<file path="src/rtl/pc_gen_if.sv">
// Fetch-side bundle of pc_gen: redirect requests in, fetch PC handshake and fault status out.
// PC_TRAP_EN adds the trap/mret redirect signals.
interface pc_gen_if #(
    parameter int XLEN = 32
);
    logic            branch;
    logic            b_result;
    logic            jal;
    logic            jalr;
    logic [XLEN-1:0] branch_address;
    logic [XLEN-1:0] jal_address;
    logic [XLEN-1:0] jalr_address;
    logic            pc_ready;
    logic [XLEN-1:0] pc_out;
    logic            pc_valid;
    logic            flush;
    logic            misalign_err;
    logic [XLEN-1:0] misalign_addr;
    logic [1:0]      state_dbg;
`ifdef PC_TRAP_EN
    logic            trap_take;
    logic [XLEN-1:0] trap_vector;
    logic            mret;
    logic [XLEN-1:0] epc;

    modport master (
        input  branch, b_result, jal, jalr,
        input  branch_address, jal_address, jalr_address, pc_ready,
        input  trap_take, trap_vector, mret, epc,
        output pc_out, pc_valid, flush, misalign_err, misalign_addr, state_dbg
    );
    modport slave (
        output branch, b_result, jal, jalr,
        output branch_address, jal_address, jalr_address, pc_ready,
        output trap_take, trap_vector, mret, epc,
        input  pc_out, pc_valid, flush, misalign_err, misalign_addr, state_dbg
    );
`else
    modport master (
        input  branch, b_result, jal, jalr,
        input  branch_address, jal_address, jalr_address, pc_ready,
        output pc_out, pc_valid, flush, misalign_err, misalign_addr, state_dbg
    );
    modport slave (
        output branch, b_result, jal, jalr,
        output branch_address, jal_address, jalr_address, pc_ready,
        input  pc_out, pc_valid, flush, misalign_err, misalign_addr, state_dbg
    );
`endif
endinterface

</file>
<file path="src/rtl/pc_gen.sv">
// Program-counter generator: BOOT/RUN/FAULT FSM, sequential advance on handshake, prioritised redirects.
// Optional trap/mret redirect support is enabled by defining PC_TRAP_EN.
module pc_gen #(
    parameter int              XLEN         = 32,
    parameter logic [XLEN-1:0] RESET_VECTOR = '0,
    parameter int              IALIGN       = 4
) (
    input logic    clk,
    input logic    rst,
    pc_gen_if.master bus
);
    typedef enum logic [1:0] {
        BOOT  = 2'd0,
        RUN   = 2'd1,
        FAULT = 2'd2
    } state_t;

    localparam logic [XLEN-1:0] STEP = XLEN'(IALIGN);

    state_t          state;
    logic [XLEN-1:0] pc_q;
    logic [XLEN-1:0] err_addr_q;
    logic            valid_q;
    logic            flush_q;
    logic            err_q;

    logic            redirect;
    logic [XLEN-1:0] target;
    logic            target_misaligned;

    // Handshake: pc_out is a fetch request while pc_valid is high; it is consumed on a cycle
    // where pc_valid and pc_ready are both high. A redirect replaces pc_out whether or not the
    // current request was consumed, and the dropped request is covered by the flush pulse.
    assign redirect = (bus.branch & bus.b_result) | bus.jal | bus.jalr;

    always_comb begin
        target = bus.jalr_address;
        if (bus.branch && bus.b_result) begin
            target = bus.branch_address;
        end else if (bus.jal) begin
            target = bus.jal_address;
        end
    end

    generate
        if (IALIGN == 2) begin : g_align2
            assign target_misaligned = target[0];
        end else begin : g_align4
            assign target_misaligned = |target[1:0];
        end
    endgenerate

    always_ff @(posedge clk or posedge rst) begin
        if (rst) begin
            state      <= BOOT;
            pc_q       <= RESET_VECTOR;
            valid_q    <= 1'b0;
            flush_q    <= 1'b0;
            err_q      <= 1'b0;
            err_addr_q <= '0;
        end else begin
            flush_q <= 1'b0;
            case (state)
                BOOT: begin
                    state   <= RUN;
                    valid_q <= 1'b1;
                end
                RUN: begin
`ifdef PC_TRAP_EN
                    if (bus.trap_take) begin
                        pc_q    <= bus.trap_vector;
                        flush_q <= 1'b1;
                        err_q   <= 1'b0;
                    end else if (bus.mret) begin
                        pc_q    <= bus.epc;
                        flush_q <= 1'b1;
                    end else
`endif
                    if (redirect) begin
                        if (target_misaligned) begin
                            state      <= FAULT;
                            valid_q    <= 1'b0;
                            err_q      <= 1'b1;
                            err_addr_q <= target;
                        end else begin
                            pc_q    <= target;
                            flush_q <= 1'b1;
                        end
                    end else if (valid_q && bus.pc_ready) begin
                        pc_q <= pc_q + STEP;
                    end
                end
                FAULT: begin
`ifdef PC_TRAP_EN
                    // misalign_addr is kept so the trap handler can read it as mtval.
                    if (bus.trap_take) begin
                        state   <= RUN;
                        pc_q    <= bus.trap_vector;
                        valid_q <= 1'b1;
                        flush_q <= 1'b1;
                        err_q   <= 1'b0;
                    end
`endif
                end
                default: begin
                    state   <= BOOT;
                    valid_q <= 1'b0;
                end
            endcase
        end
    end

    assign bus.pc_out        = pc_q;
    assign bus.pc_valid      = valid_q;
    assign bus.flush         = flush_q;
    assign bus.misalign_err  = err_q;
    assign bus.misalign_addr = err_addr_q;
    assign bus.state_dbg     = state;
endmodule
</file>
<file path="src/flat_wrapper.sv">
// flat-port wrapper written by rule: the top's interface ports become plain ports
module pc_gen_flat 
#(
    parameter int              XLEN         = 32,
    parameter logic [XLEN-1:0] RESET_VECTOR = '0,
    parameter int              IALIGN       = 4
)
  (clk, rst, bus_branch, bus_b_result, bus_jal, bus_jalr, bus_branch_address, bus_jal_address, bus_jalr_address, bus_pc_ready, bus_pc_out, bus_pc_valid, bus_flush, bus_misalign_err, bus_misalign_addr, bus_state_dbg);
  pc_gen_if #(.XLEN(XLEN)) bus_i ();
  input logic clk;
  input logic rst;
  input wire logic [$bits(bus_i.branch)-1:0] bus_branch;
  input wire logic [$bits(bus_i.b_result)-1:0] bus_b_result;
  input wire logic [$bits(bus_i.jal)-1:0] bus_jal;
  input wire logic [$bits(bus_i.jalr)-1:0] bus_jalr;
  input wire logic [$bits(bus_i.branch_address)-1:0] bus_branch_address;
  input wire logic [$bits(bus_i.jal_address)-1:0] bus_jal_address;
  input wire logic [$bits(bus_i.jalr_address)-1:0] bus_jalr_address;
  input wire logic [$bits(bus_i.pc_ready)-1:0] bus_pc_ready;
  output wire logic [$bits(bus_i.pc_out)-1:0] bus_pc_out;
  output wire logic [$bits(bus_i.pc_valid)-1:0] bus_pc_valid;
  output wire logic [$bits(bus_i.flush)-1:0] bus_flush;
  output wire logic [$bits(bus_i.misalign_err)-1:0] bus_misalign_err;
  output wire logic [$bits(bus_i.misalign_addr)-1:0] bus_misalign_addr;
  output wire logic [$bits(bus_i.state_dbg)-1:0] bus_state_dbg;
  assign bus_i.branch = bus_branch;
  assign bus_i.b_result = bus_b_result;
  assign bus_i.jal = bus_jal;
  assign bus_i.jalr = bus_jalr;
  assign bus_i.branch_address = bus_branch_address;
  assign bus_i.jal_address = bus_jal_address;
  assign bus_i.jalr_address = bus_jalr_address;
  assign bus_i.pc_ready = bus_pc_ready;
  assign bus_pc_out = bus_i.pc_out;
  assign bus_pc_valid = bus_i.pc_valid;
  assign bus_flush = bus_i.flush;
  assign bus_misalign_err = bus_i.misalign_err;
  assign bus_misalign_addr = bus_i.misalign_addr;
  assign bus_state_dbg = bus_i.state_dbg;
  pc_gen #(.XLEN(XLEN), .RESET_VECTOR(RESET_VECTOR), .IALIGN(IALIGN)) u_core (.clk(clk), .rst(rst), .bus(bus_i));
endmodule
</file>
<file path="config.mk">
export PLATFORM = sky130hd
export DESIGN_NAME = pc_gen_flat
export DESIGN_NICKNAME = d
export VERILOG_FILES = /design/src/rtl/pc_gen_if.sv /design/src/rtl/pc_gen.sv /design/src/flat_wrapper.sv
export SDC_FILE = /design/constraint.sdc
export NUM_CORES = 1
export LEC_CHECK = 0
export CORE_ASPECT_RATIO = 0.8
export CORE_MARGIN = 2
export CORE_UTILIZATION = 45
export CTS_CLUSTER_DIAMETER = 60
export DETAILED_ROUTE_END_ITERATION = 16
export GPL_TIMING_DRIVEN = 0
export PLACE_DENSITY_LB_ADDON = 0.25
export SLEW_MARGIN = 20
export SYNTH_ARGS = -nofsm -noshare
export SYNTH_HDL_FRONTEND = slang
export SYNTH_SLANG_ARGS = --single-unit
</file>
<file path="constraint.sdc">
create_clock -name clk -period 4.9 [get_ports clk]
set_clock_uncertainty 0.15 [all_clocks]
set_input_delay 0.98 -clock clk [delete_from_list [all_inputs] [get_ports clk]]
set_output_delay 0.98 -clock clk [all_outputs]
set_load 0.02 [all_outputs]
</file>
==> flow_results.xml <==
<?xml version="1.0" encoding="UTF-8"?>
<metrics>
  <group name="outcome">
    <metric name="status" unit="">complete, no violations</metric>
  </group>
  <group name="floorplan">
    <metric name="std_cell_rows" unit="">30</metric>
    <metric name="initial_util" unit="%">46.8</metric>
    <metric name="die_h" unit="µm">88.4</metric>
    <metric name="die_w" unit="µm">109</metric>
    <metric name="core_region_area" unit="µm²">8560</metric>
    <metric name="floorplan.die_area" unit="µm²">9680</metric>
    <metric name="ios" unit="">172</metric>
  </group>
  <group name="sta">
    <metric name="fin_ws" unit="ps">1810</metric>
    <metric name="relSlewSlack" unit="%">43.7</metric>
    <metric name="clock.fmax" unit="MHz">323</metric>
    <metric name="total_neg_setup_slack" unit="ps">0</metric>
    <metric name="rsz0062_at_grt" unit="">false</metric>
    <metric name="timing.final.hold_violations" unit="">0</metric>
    <metric name="post-route-period-util" unit="%">63.1</metric>
    <metric name="timing_worst_slew_pin_value" unit="ps">839</metric>
    <metric name="finalMaxSlewViolations" unit="">0</metric>
    <metric name="timing.final.crit_period" unit="ps">3090</metric>
    <metric name="whs" unit="ps">337</metric>
    <metric name="finalSetupViolCount" unit="">0</metric>
  </group>
  <group name="final_layout">
    <metric name="layout_cell_share_with_drive_strength_beyond_1" unit="%">12.0</metric>
    <metric name="design.final.nets" unit="">708</metric>
    <metric name="number_of_inserted_filler_cells_in_the_final_layout" unit="">649</metric>
    <metric name="n_antenna_cell" unit="">0</metric>
    <metric name="area_delta_synth_final" unit="%">53.5</metric>
  </group>
  <group name="pwr">
    <metric name="irDropWorstVdd" unit="mV">0.380</metric>
    <metric name="power.density" unit="nW/µm²">552</metric>
    <metric name="total_leakage_power" unit="nW">2.50</metric>
  </group>
  <group name="logic_synthesis">
    <metric name="netlist_area" unit="µm²">4010</metric>
    <metric name="synth_cells" unit="">422</metric>
    <metric name="ys_top_cells_by_area" unit="">dfrtp_1 42%, mux2i_1 8.0%, mux2_2 6.2%, o21ai_0 5.5%, nand2_1 3.8%</metric>
    <metric name="synth_largest_type_area_fraction" unit="%">42.5</metric>
    <metric name="synth_fa_ha_area_share" unit="%">0.312</metric>
    <metric name="yosys.area.top_type" unit="">dfrtp_1</metric>
    <metric name="muxShareOfSynthArea" unit="%">14.2</metric>
    <metric name="yosysUniqueCellTypes" unit="">53</metric>
    <metric name="yosys_most_used_dff" unit="">dfrtp_1</metric>
    <metric name="synth-xor-area-share" unit="%">0</metric>
    <metric name="synth_compound_area_share" unit="%">20.1</metric>
    <metric name="average_cell_area_after_synthesis" unit="µm²">9.49</metric>
    <metric name="net_count_of_the_mapped_netlist" unit="">526</metric>
    <metric name="combinational_family_with_the_most_area_after_synthesis" unit="">compound AO/OA/AOI/OAI gates</metric>
    <metric name="synthSimpleGateAreaFrac" unit="%">17.7</metric>
    <metric name="ys_seq_area_share" unit="%">42.5</metric>
    <metric name="synth_warnings" unit="">0</metric>
    <metric name="synth-edff-count" unit="">0</metric>
    <metric name="ys_seq_elements" unit="">68</metric>
    <metric name="asyncSetResetFlopFracSynth" unit="%">100</metric>
  </group>
  <group name="global_routing">
    <metric name="maximum_number_of_pins_on_one_net_before_global_route_repair" unit="">51</metric>
    <metric name="groute.usage.overall" unit="%">29.8</metric>
    <metric name="grt_pass1_wl" unit="µm">21800</metric>
    <metric name="gr-total-overflow" unit="">0</metric>
    <metric name="first_global_vias" unit="">4255</metric>
    <metric name="antenna_found_initial" unit="">0</metric>
  </group>
  <group name="clock_tree">
    <metric name="cts_setup_buffers" unit="">0</metric>
    <metric name="max-clock-path-buffers" unit="">2</metric>
    <metric name="cts-buffers-inserted" unit="">9</metric>
    <metric name="clk_pin_slew_worst_paths" unit="ps">80</metric>
    <metric name="clock_sink_count" unit="">68</metric>
    <metric name="insertion_delay" unit="ps">350</metric>
    <metric name="clockRootBuffer" unit="">clkbuf_8</metric>
    <metric name="htree_num_levels" unit="">3</metric>
    <metric name="tritoncts_clock_tree" unit="">built</metric>
    <metric name="holdBufCountCts" unit="">0</metric>
    <metric name="post_cts_resized" unit="">0</metric>
  </group>
  <group name="detailed_routing">
    <metric name="viasPerCell" unit="">5.85</metric>
    <metric name="route.final.wire_length" unit="µm">14000</metric>
    <metric name="antenna_violating_nets_post_route" unit="">0</metric>
    <metric name="drcViolationCount" unit="">0</metric>
    <metric name="via_count" unit="">4218</metric>
    <metric name="drt_pre_antenna_iters" unit="">5</metric>
    <metric name="wl_per_cell" unit="µm">19.4</metric>
    <metric name="initialDrtViolationCount" unit="">329</metric>
  </group>
  <group name="critical_path">
    <metric name="worst_setup_path_startpoint" unit="">bus_b_result</metric>
    <metric name="critical_path.reg2reg.startpoint" unit="">u_core.bus.pc_out[2]$_DFFE_PP0P_</metric>
    <metric name="slowest_delay" unit="ps">600</metric>
    <metric name="cp.required" unit="ps">4990</metric>
    <metric name="crit_chain" unit="">clkdlybuf4s50_1 -&gt; and2_1 -&gt; buf_6 -&gt; clkbuf_1 -&gt; nor2_1 -&gt; a21oi_1 -&gt; o32ai_1 -&gt; a22o_1</metric>
    <metric name="worst_setup_path_start_kind" unit="">input pin</metric>
    <metric name="critPathSlowestCell" unit="">clkdlybuf4s50_1</metric>
    <metric name="path_max_fanout" unit="">10</metric>
    <metric name="arrival" unit="ps">3180</metric>
    <metric name="timing.setup.critical_path_class" unit="">input pin to flip-flop</metric>
    <metric name="endpoint_kind" unit="">flip-flop</metric>
  </group>
  <group name="run">
    <metric name="maxcap_violations" unit="">0</metric>
  </group>
  <group name="placed_design">
    <metric name="numPortBuffers" unit="">170</metric>
    <metric name="gp_congestion" unit="">0.915</metric>
    <metric name="detail_placement_hpwl" unit="µm">11000</metric>
    <metric name="preCtsSetupSlack" unit="ps">1500</metric>
  </group>
  <group name="worst_hold_path">
    <metric name="hold_path.startpoint" unit="">u_core.bus.misalign_addr[15]$_DFFE_PP0P_</metric>
    <metric name="worstHoldPathType" unit="">flip-flop to flip-flop</metric>
  </group>
</metrics>
where the power goes:
group / leakage (nW) / switching [mW] / internal, mW
Clock: 0.134 / 0.232 / 0.394
Sequential: 0.812 / 0.268 / 0.825
Combinational: 1.55 / 0.840 / 0.835
cells by family (layout without fill, tap and decap cells):
family                     count (synthesis)  count (layout)
AOI/OAI and AO/OA                        124             124
adders and majority gates                  1               1
buffers and inverters                     38             225
DFF                                       68              68
muxes                                     54              54
and+or+nand+nor                          137             137
cell usage in the layout, fill, tap and decap left out, types with 10 or more instances in the layout:
master	Yosys	layout
nand3_1	18	18
clkbuf_1	12	12
mux2i_1	32	32
nor3_1	10	10
nand2_1	41	41
o21ai_0	44	44
mux2_2	22	22
a21oi_1	28	28
dfrtp_1	68	68
clkdlybuf4s50_1	0	170
nor2_1	27	27
area by class of cell:
type	count	area, µm²	share of cell area, %
multi-input cells	316	2090	34.1
clock buffers	9	124	2.02
clock inverters	7	146	2.38
plain buffers	31	184	2.99
well taps	112	140	2.28
flip-flops and latches	68	1700	27.7
repair buffers	171	1730	28.1
inverters	7	28.8	0.468
critical path, delay by kind of cell:
kind            cells  cell delay [ps]
compound gates      3              700
simple gates        2              280
buf+inv             3             1220
layer usage:
| layer | vias to the layer above | track usage [%] | wire length (µm) |
|---|---|---|---|
| met4 | 0 | 10.8 | 463 |
| met5 | - | 0 | 0 |
| li1 | 1928 | - | - |
| met3 | 39 | 9.43 | 1630 |
| met1 | 1989 | 35.5 | 5280 |
| met2 | 262 | 51.2 | 6640 |
sequential cells by signal, indices dropped and copies added, names as in the netlist:
| signal | cells |
|---|---|
| u_core.bus.pc_valid | 1 |
| u_core.bus.pc_out | 32 |
| u_core.bus.state_dbg | 1 |
| u_core.bus.misalign_addr | 32 |
| u_core.bus.misalign_err | 1 |
| u_core.bus.flush | 1 |
synthesized netlist by cell type, drive strengths merged, types with 2 or more instances:
master   count
clkbuf      12
nor3        13
and4         3
a31oi        4
and2         6
nand3       19
a32o         2
a211oi       4
dfrtp       68
nor2        27
o32ai        2
or3          3
nor3b        3
or2          3
a311oi       3
mux2i       32
mux2        22
a41oi        3
nand2       41
a21oi       28
and3         8
buf         19
o211ai       2
inv          7
a22oi        3
o21ai       49
o22a         6
o22ai        4
o32a         6
a2bb2oi      2
nand4        6
final timing paths:
kind | to | slack (ps) | cells after the start
setup / recovery | u_core.bus.pc_out[16]$_DFFE_PP0P_ | 1810 | 8
hold / removal | u_core.bus.misalign_addr[15]$_DFFE_PP0P_ | 340 | 2
setup reg to reg | u_core.bus.pc_out[30]$_DFFE_PP0P_ | 2570 | 6
hold reg to reg | u_core.bus.misalign_addr[15]$_DFFE_PP0P_ | 340 | 2
max in group asynchronous | u_core.bus.misalign_addr[16]$_DFFE_PP0P_ | 3310 | 3
min in group asynchronous | u_core.bus.misalign_addr[25]$_DFFE_PP0P_ | 770 | 2
metrics by stage:
stage	utilization [%]	power, mW	cell area, µm²	std cells
after floorplan	-	1.91	4010	422
after global placement	68.3	2.71	5850	704
after detailed placement	68.7	2.76	5880	705
after CTS	71.8	3.39	6150	721
after global routing	71.8	3.57	6150	721
final	71.8	3.39	6150	721
No activity file was read; power rests on OpenSTA's default activity.
==> RTL change 1: new RTL, same flow settings <==
Make the reset (`rst`) synchronous in one clocked block.
--- a/src/rtl/pc_gen.sv
+++ b/src/rtl/pc_gen.sv
@@ -50,7 +50,7 @@
         end
     endgenerate
 
-    always_ff @(posedge clk or posedge rst) begin
+    always_ff @(posedge clk) begin
         if (rst) begin
             state      <= BOOT;
             pc_q       <= RESET_VECTOR;
Function: differs if rst is asserted again (counterexample within 4 cycles, from zero or initial values and one cycle with rst high); with rst held inactive, the same outputs for 4 cycles.
==> RTL change 1 against the original RTL <==
  * Area after synthesis fell by 1.9%
  * Non-clock buffer count unchanged
  * Sequential cell count unchanged
  * Final cell count grew 6.8%
  * Wire length grew 4.9%
  * Setup slack worse by 0.26 ns
  * Final area down 3.1%
  * Critical path type unchanged
  * Largest cell class unchanged
  * Highest routed layer unchanged
Power is not compared: it rests on default switching activity, and its combinational part moved more than twofold at a synthesized area within 25%.
==> RTL change 1: results (changes against the original RTL) <==
Yosys:
- The post-synth net total is 580 (+10%).
- The share of flip-flops with an asynchronous set or reset after synthesis came to 0% (-100 points).
- In the post-synthesis netlist, the biggest area contributors are sky130_fd_sc_hd__dfxtp_1 35%, sky130_fd_sc_hd__mux2i_1 14%, sky130_fd_sc_hd__nand2_1 5.2%, sky130_fd_sc_hd__nor2_1 4.9%, sky130_fd_sc_hd__a32o_1 4.3%.
- The share of the synthesized area in compound gates (AO/OA/AOI/OAI) is 21.2% (+1.1 points).
- The XOR/XNOR share of the synthesized area is 0.223% (+0.22 points).
- The adder and majority cell fraction of the synthesized area is 0.319% (+0.0062 points).
- The distinct cell type count after synthesis is 56 (+5.7%).

GRT:
- The pin count of the biggest net entering global routing is 11 (-78%).
- The wire length of the first global-routing pass was 22500 µm (+3.3%).
- The met2 demand-to-capacity share in global routing came to 51.9% (+0.64 points).
- The routing usage on met1 was 39.5% (+4.0 points).
- The all-layer global routing usage is 30.8% (+0.98 points).
- The met3 routing resource usage after global routing was 8.04% (-1.4 points).

Drt:
- The via total after detailed routing was 4543 (+7.7%).
- The met1 routed wirelength after detailed routing was 6310 µm (+19%).
- The number of DRC violations after detailed-routing iteration 0 is 318 (-3.3%).
- The routed length per instance is 19.1 µm (-1.8%).
- The total length of routed met3 wires is 1290 µm (-21%).

Critical path:
- The source of the critical timing path is bus_jal.
- In this run the critical register-to-register path is launched from u_core.bus.pc_out[3].

Placed design:
- The half-perimeter wire length of the detailed placement result is 11000 µm (-0.37%).
- The placed instance area is 5750 µm² (-2.2%).
- The number of buffers added on ports was 168 (-1.2%).
- The pre-CTS setup slack was 1.23 ns (-0.272 ns).

Finish:
- The share of post-route cells with drive strength above 1 came to 6.08% (-5.9 points).
- The final layout net count is 759 (+7.2%).

Status:
- The flow ran to the end, and the final reports show no timing, DRC or antenna violations.

Min path:
- The startpoint of the worst hold path is u_core.bus.misalign_err.

Clock tree:
- The clock insertion delay at the later pin of the skew report is 0.37 ns (+0.02 ns).
==> RTL change 1: cells by family after synthesis <==
kind of cell,count (synthesis)
multiplexers,61
AO/OA/AOI/OAI,117
adder cells (fa/ha/maj),1
AND/OR/NAND/NOR,185
buffers and inverters,43
XOR/XNOR,1
flip-flops,68
==> RTL change 1: worst max-delay path, stage by stage <==
cell and delay, ns:
sky130_fd_sc_hd__clkdlybuf4s50_1 0.48, sky130_fd_sc_hd__buf_4 0.21, sky130_fd_sc_hd__mux2i_1 0.49, sky130_fd_sc_hd__o211ai_1 0.26, sky130_fd_sc_hd__a31o_2 0.29, sky130_fd_sc_hd__nor2_2 0.31, sky130_fd_sc_hd__buf_2 0.32, sky130_fd_sc_hd__a32o_1 0.17
==> RTL change 1: path summary, 6_finish.rpt <==
check,to,slack (ns)
worst max-delay path,u_core.bus.pc_out[23],1.54
worst max register to register,u_core.bus.pc_out[30],2.48
worst min register to register,u_core.bus.misalign_err,0.31
worst min-delay path,u_core.bus.misalign_err,0.31
==> RTL change 1: area by class of cell <==
type / instances / area (µm²)
clock inverters: 1 / 30.0
well taps: 112 / 140
plain buffers: 34 / 160
fillers: 739 / 2520
repair buffers: 168 / 1680
flip-flops and latches: 68 / 1360
clock buffers: 13 / 179
multi-input cells: 365 / 2370
inverters: 9 / 33.8
==> RTL change 1: power by group through the flow <==
stage          clock network (W)  registers [W]  logic [W]
2_1_floorplan                  0       0.000683   0.000198
3_3_place_gp                   0       0.000637   0.000461
3_5_place_dp                   0       0.000639   0.000472
4_1_cts                 0.000505       0.000627   0.000475
5_1_grt                 0.000534       0.000632   0.000507
6_report                0.000508       0.000628   0.000477
==> RTL change 2: new RTL, same settings <==
Without the edit above. `XLEN` is set to 32 in 3 places; all go to 16.
--- a/src/rtl/pc_gen_if.sv
+++ b/src/rtl/pc_gen_if.sv
@@ -1,7 +1,7 @@
 // Fetch-side bundle of pc_gen: redirect requests in, fetch PC handshake and fault status out.
 // PC_TRAP_EN adds the trap/mret redirect signals.
 interface pc_gen_if #(
-    parameter int XLEN = 32
+    parameter int XLEN = 16
 );
     logic            branch;
     logic            b_result;
--- a/src/rtl/pc_gen.sv
+++ b/src/rtl/pc_gen.sv
@@ -1,7 +1,7 @@
 // Program-counter generator: BOOT/RUN/FAULT FSM, sequential advance on handshake, prioritised redirects.
 // Optional trap/mret redirect support is enabled by defining PC_TRAP_EN.
 module pc_gen #(
-    parameter int              XLEN         = 32,
+    parameter int              XLEN         = 16,
     parameter logic [XLEN-1:0] RESET_VECTOR = '0,
     parameter int              IALIGN       = 4
 ) (
--- a/src/flat_wrapper.sv
+++ b/src/flat_wrapper.sv
@@ -1,7 +1,7 @@
 // flat-port wrapper written by rule: the top's interface ports become plain ports
 module pc_gen_flat 
 #(
-    parameter int              XLEN         = 32,
+    parameter int              XLEN         = 16,
     parameter logic [XLEN-1:0] RESET_VECTOR = '0,
     parameter int              IALIGN       = 4
 )
Interface: changed (5 resized); port bits go from 172 to 92. No check against the original RTL was run, so the function may have changed too.
==> RTL change 2 against the original RTL <==
  * Area after synthesis is 44% lower
  * Fmax up 3.4%
  * Sequential cell count is 32 lower
  * Register-to-register slack gained 0.21 ns
  * Clock power fell by 65%
  * Wire length is 54% lower
  * Setup slack gained 0.10 ns
  * Power is 52% lower
  * Final area is 46% lower
  * Critical path depth down 2
  * Largest cell class unchanged
==> RTL change 2: results (changes against the original RTL) <==
Placed design:
- The placer's final routability congestion estimate is 0.853 (-6.8%).
- The pre-CTS setup slack is 1.60 ns (+0.0954 ns).
- The half-perimeter wire length of the detailed placement result was 5030 µm (-54%).
- The number of buffers added on ports came to 90 (-47%).

Drt:
- The via total after detailed routing is 2162 (-49%).
- The number of detailed-routing iterations run before antenna repair came to 4 (-1).
- The highest metal layer carrying signal wires in the routed design is met4.
- The detailed-route vias per instance is 5.72 (-2.2%).
- The total length of routed met3 wires is 566 µm (-65%).
- The routed length per instance came to 17.1 µm (-12%).
- The sum of met2 wire segment lengths after detailed routing is 2990 µm (-55%).
- The number of DRC violations after detailed-routing iteration 0 is 123 (-63%).
- The met1 routed wirelength after detailed routing is 2810 µm (-47%).

Finish:
- The final layout net count is 373 (-47%).
- The layout filler cell count came to 368 (-43%).
- The share of post-route cells with drive strength above 1 is 14.2% (+2.2 points).

Yosys:
- The post-synth net total was 276 (-48%).
- The distinct cell type count after synthesis was 49 (-7.5%).
- The sequential-to-total area share from yosys stat came to 40.1% (-2.4 points).
- By count the netlist is led by 36 x sky130_fd_sc_hd__dfrtp_1, 17 x sky130_fd_sc_hd__mux2_2, 15 x sky130_fd_sc_hd__mux2i_1, 13 x sky130_fd_sc_hd__nand3_1, 12 x sky130_fd_sc_hd__nor2_1.
- In the post-synthesis netlist, the biggest area contributors are sky130_fd_sc_hd__dfrtp_1 40%, sky130_fd_sc_hd__mux2_2 8.5%, sky130_fd_sc_hd__mux2i_1 6.7%, sky130_fd_sc_hd__nand3_1 2.9%, sky130_fd_sc_hd__o21ai_0 2.5%.
- The total of warnings raised by yosys is 0 (unchanged).
- The per-instance average area after synthesis is 10.2 µm² (+7.5%).

Critical path:
- The arrival time at the worst endpoint is 3.02 ns (-0.16 ns).
- The largest fanout of any net on the critical path is 10 (unchanged).
- The highest cell delay on the worst timing path came to 0.62 ns (+0.02 ns).

Clock tree:
- The number of H-tree levels is 2 (-1).
- The clock insertion delay at the later pin of the skew report is 0.29 ns (-0.06 ns).
- The number of buffers added by the clock tree synthesis step is 5 (-4).
- The count of buffers added by post-CTS timing repair for setup was 0 (unchanged).
- The maximum buffer depth of the clock tree was 2 (unchanged).

GRT:
- The routing usage on met1 is 30.7% (-4.7 points).
- The all-layer global routing usage is 24.1% (-5.8 points).
- The pin count of the biggest net entering global routing is 37 (-27%).
- The met2 demand-to-capacity share in global routing came to 39.1% (-12 points).
- The wire length of the first global-routing pass is 10500 µm (-52%).
- The met3 routing resource usage after global routing is 7.09% (-2.3 points).

Power and ir drop:
- The maximum vdd ir drop came to 0.000281 V (-26%).
- The reported leakage power came to 1.34 nW (-46%).

Status:
- The flow ran to the end, and the final reports show no timing, DRC or antenna violations.

STA:
- The transition time at the pin with the least slew margin was 0.760 ns (-0.0782 ns).
RTL change 2: cell type report:
type / count / area, µm² / area share [%]
inverter: 6 / 22.5 / 0.680
buffer: 12 / 81.3 / 2.46
tap: 60 / 75.1 / 2.27
multi-input combinational: 166 / 1240 / 37.5
sequential: 36 / 901 / 27.2
timing repair buffer: 90 / 901 / 27.2
clock buffer: 8 / 90.1 / 2.72
RTL change 2: cell families (layout without fill, tap and decap cells):
| kind of cell | Yosys count | after routing | synth area share (%) |
|---|---|---|---|
| fa+ha+maj | 1 | 1 | 0.557 |
| mux | 35 | 35 | 17.6 |
| buf+inv | 18 | 116 | 4.63 |
| flops | 36 | 36 | 40.1 |
| simple gates | 78 | 78 | 19.8 |
| compound gates | 52 | 52 | 17.3 |
RTL change 2: worst paths after layout:
path | slack [ns] | cells past startpoint | to | start
setup reg to reg | 2.78 | 5 | u_core.bus.misalign_addr[6] | u_core.bus.state_dbg[0]
hold / removal | 0.32 | 1 | u_core.bus.misalign_err | u_core.bus.misalign_err
setup / recovery | 1.91 | 6 | u_core.bus.misalign_addr[6] | bus_jalr
hold reg to reg | 0.32 | 1 | u_core.bus.misalign_err | u_core.bus.misalign_err
min in group asynchronous | 0.99 | 2 | u_core.bus.misalign_addr[4] | rst
max in group asynchronous | 3.13 | 2 | u_core.bus.pc_out[11] | rst
RTL change 2: stage by stage:
| stage | util, % | area, µm² |
|---|---|---|
| floorplan | - | 2240 |
| global placement | 68.4 | 3220 |
| detailed placement | 68.4 | 3220 |
| CTS | 70.3 | 3310 |
| global route | 70.3 | 3310 |
| finish | 70.3 | 3310 |
RTL change 2: report_power, final:
part	internal [W]	switching, W	total (W)
Clock	0.000115	0.000105	0.000220
Combinational	0.000450	0.000416	0.000866
Sequential	0.000431	0.000129	0.000560
Total	0.000996	0.000650	0.00165
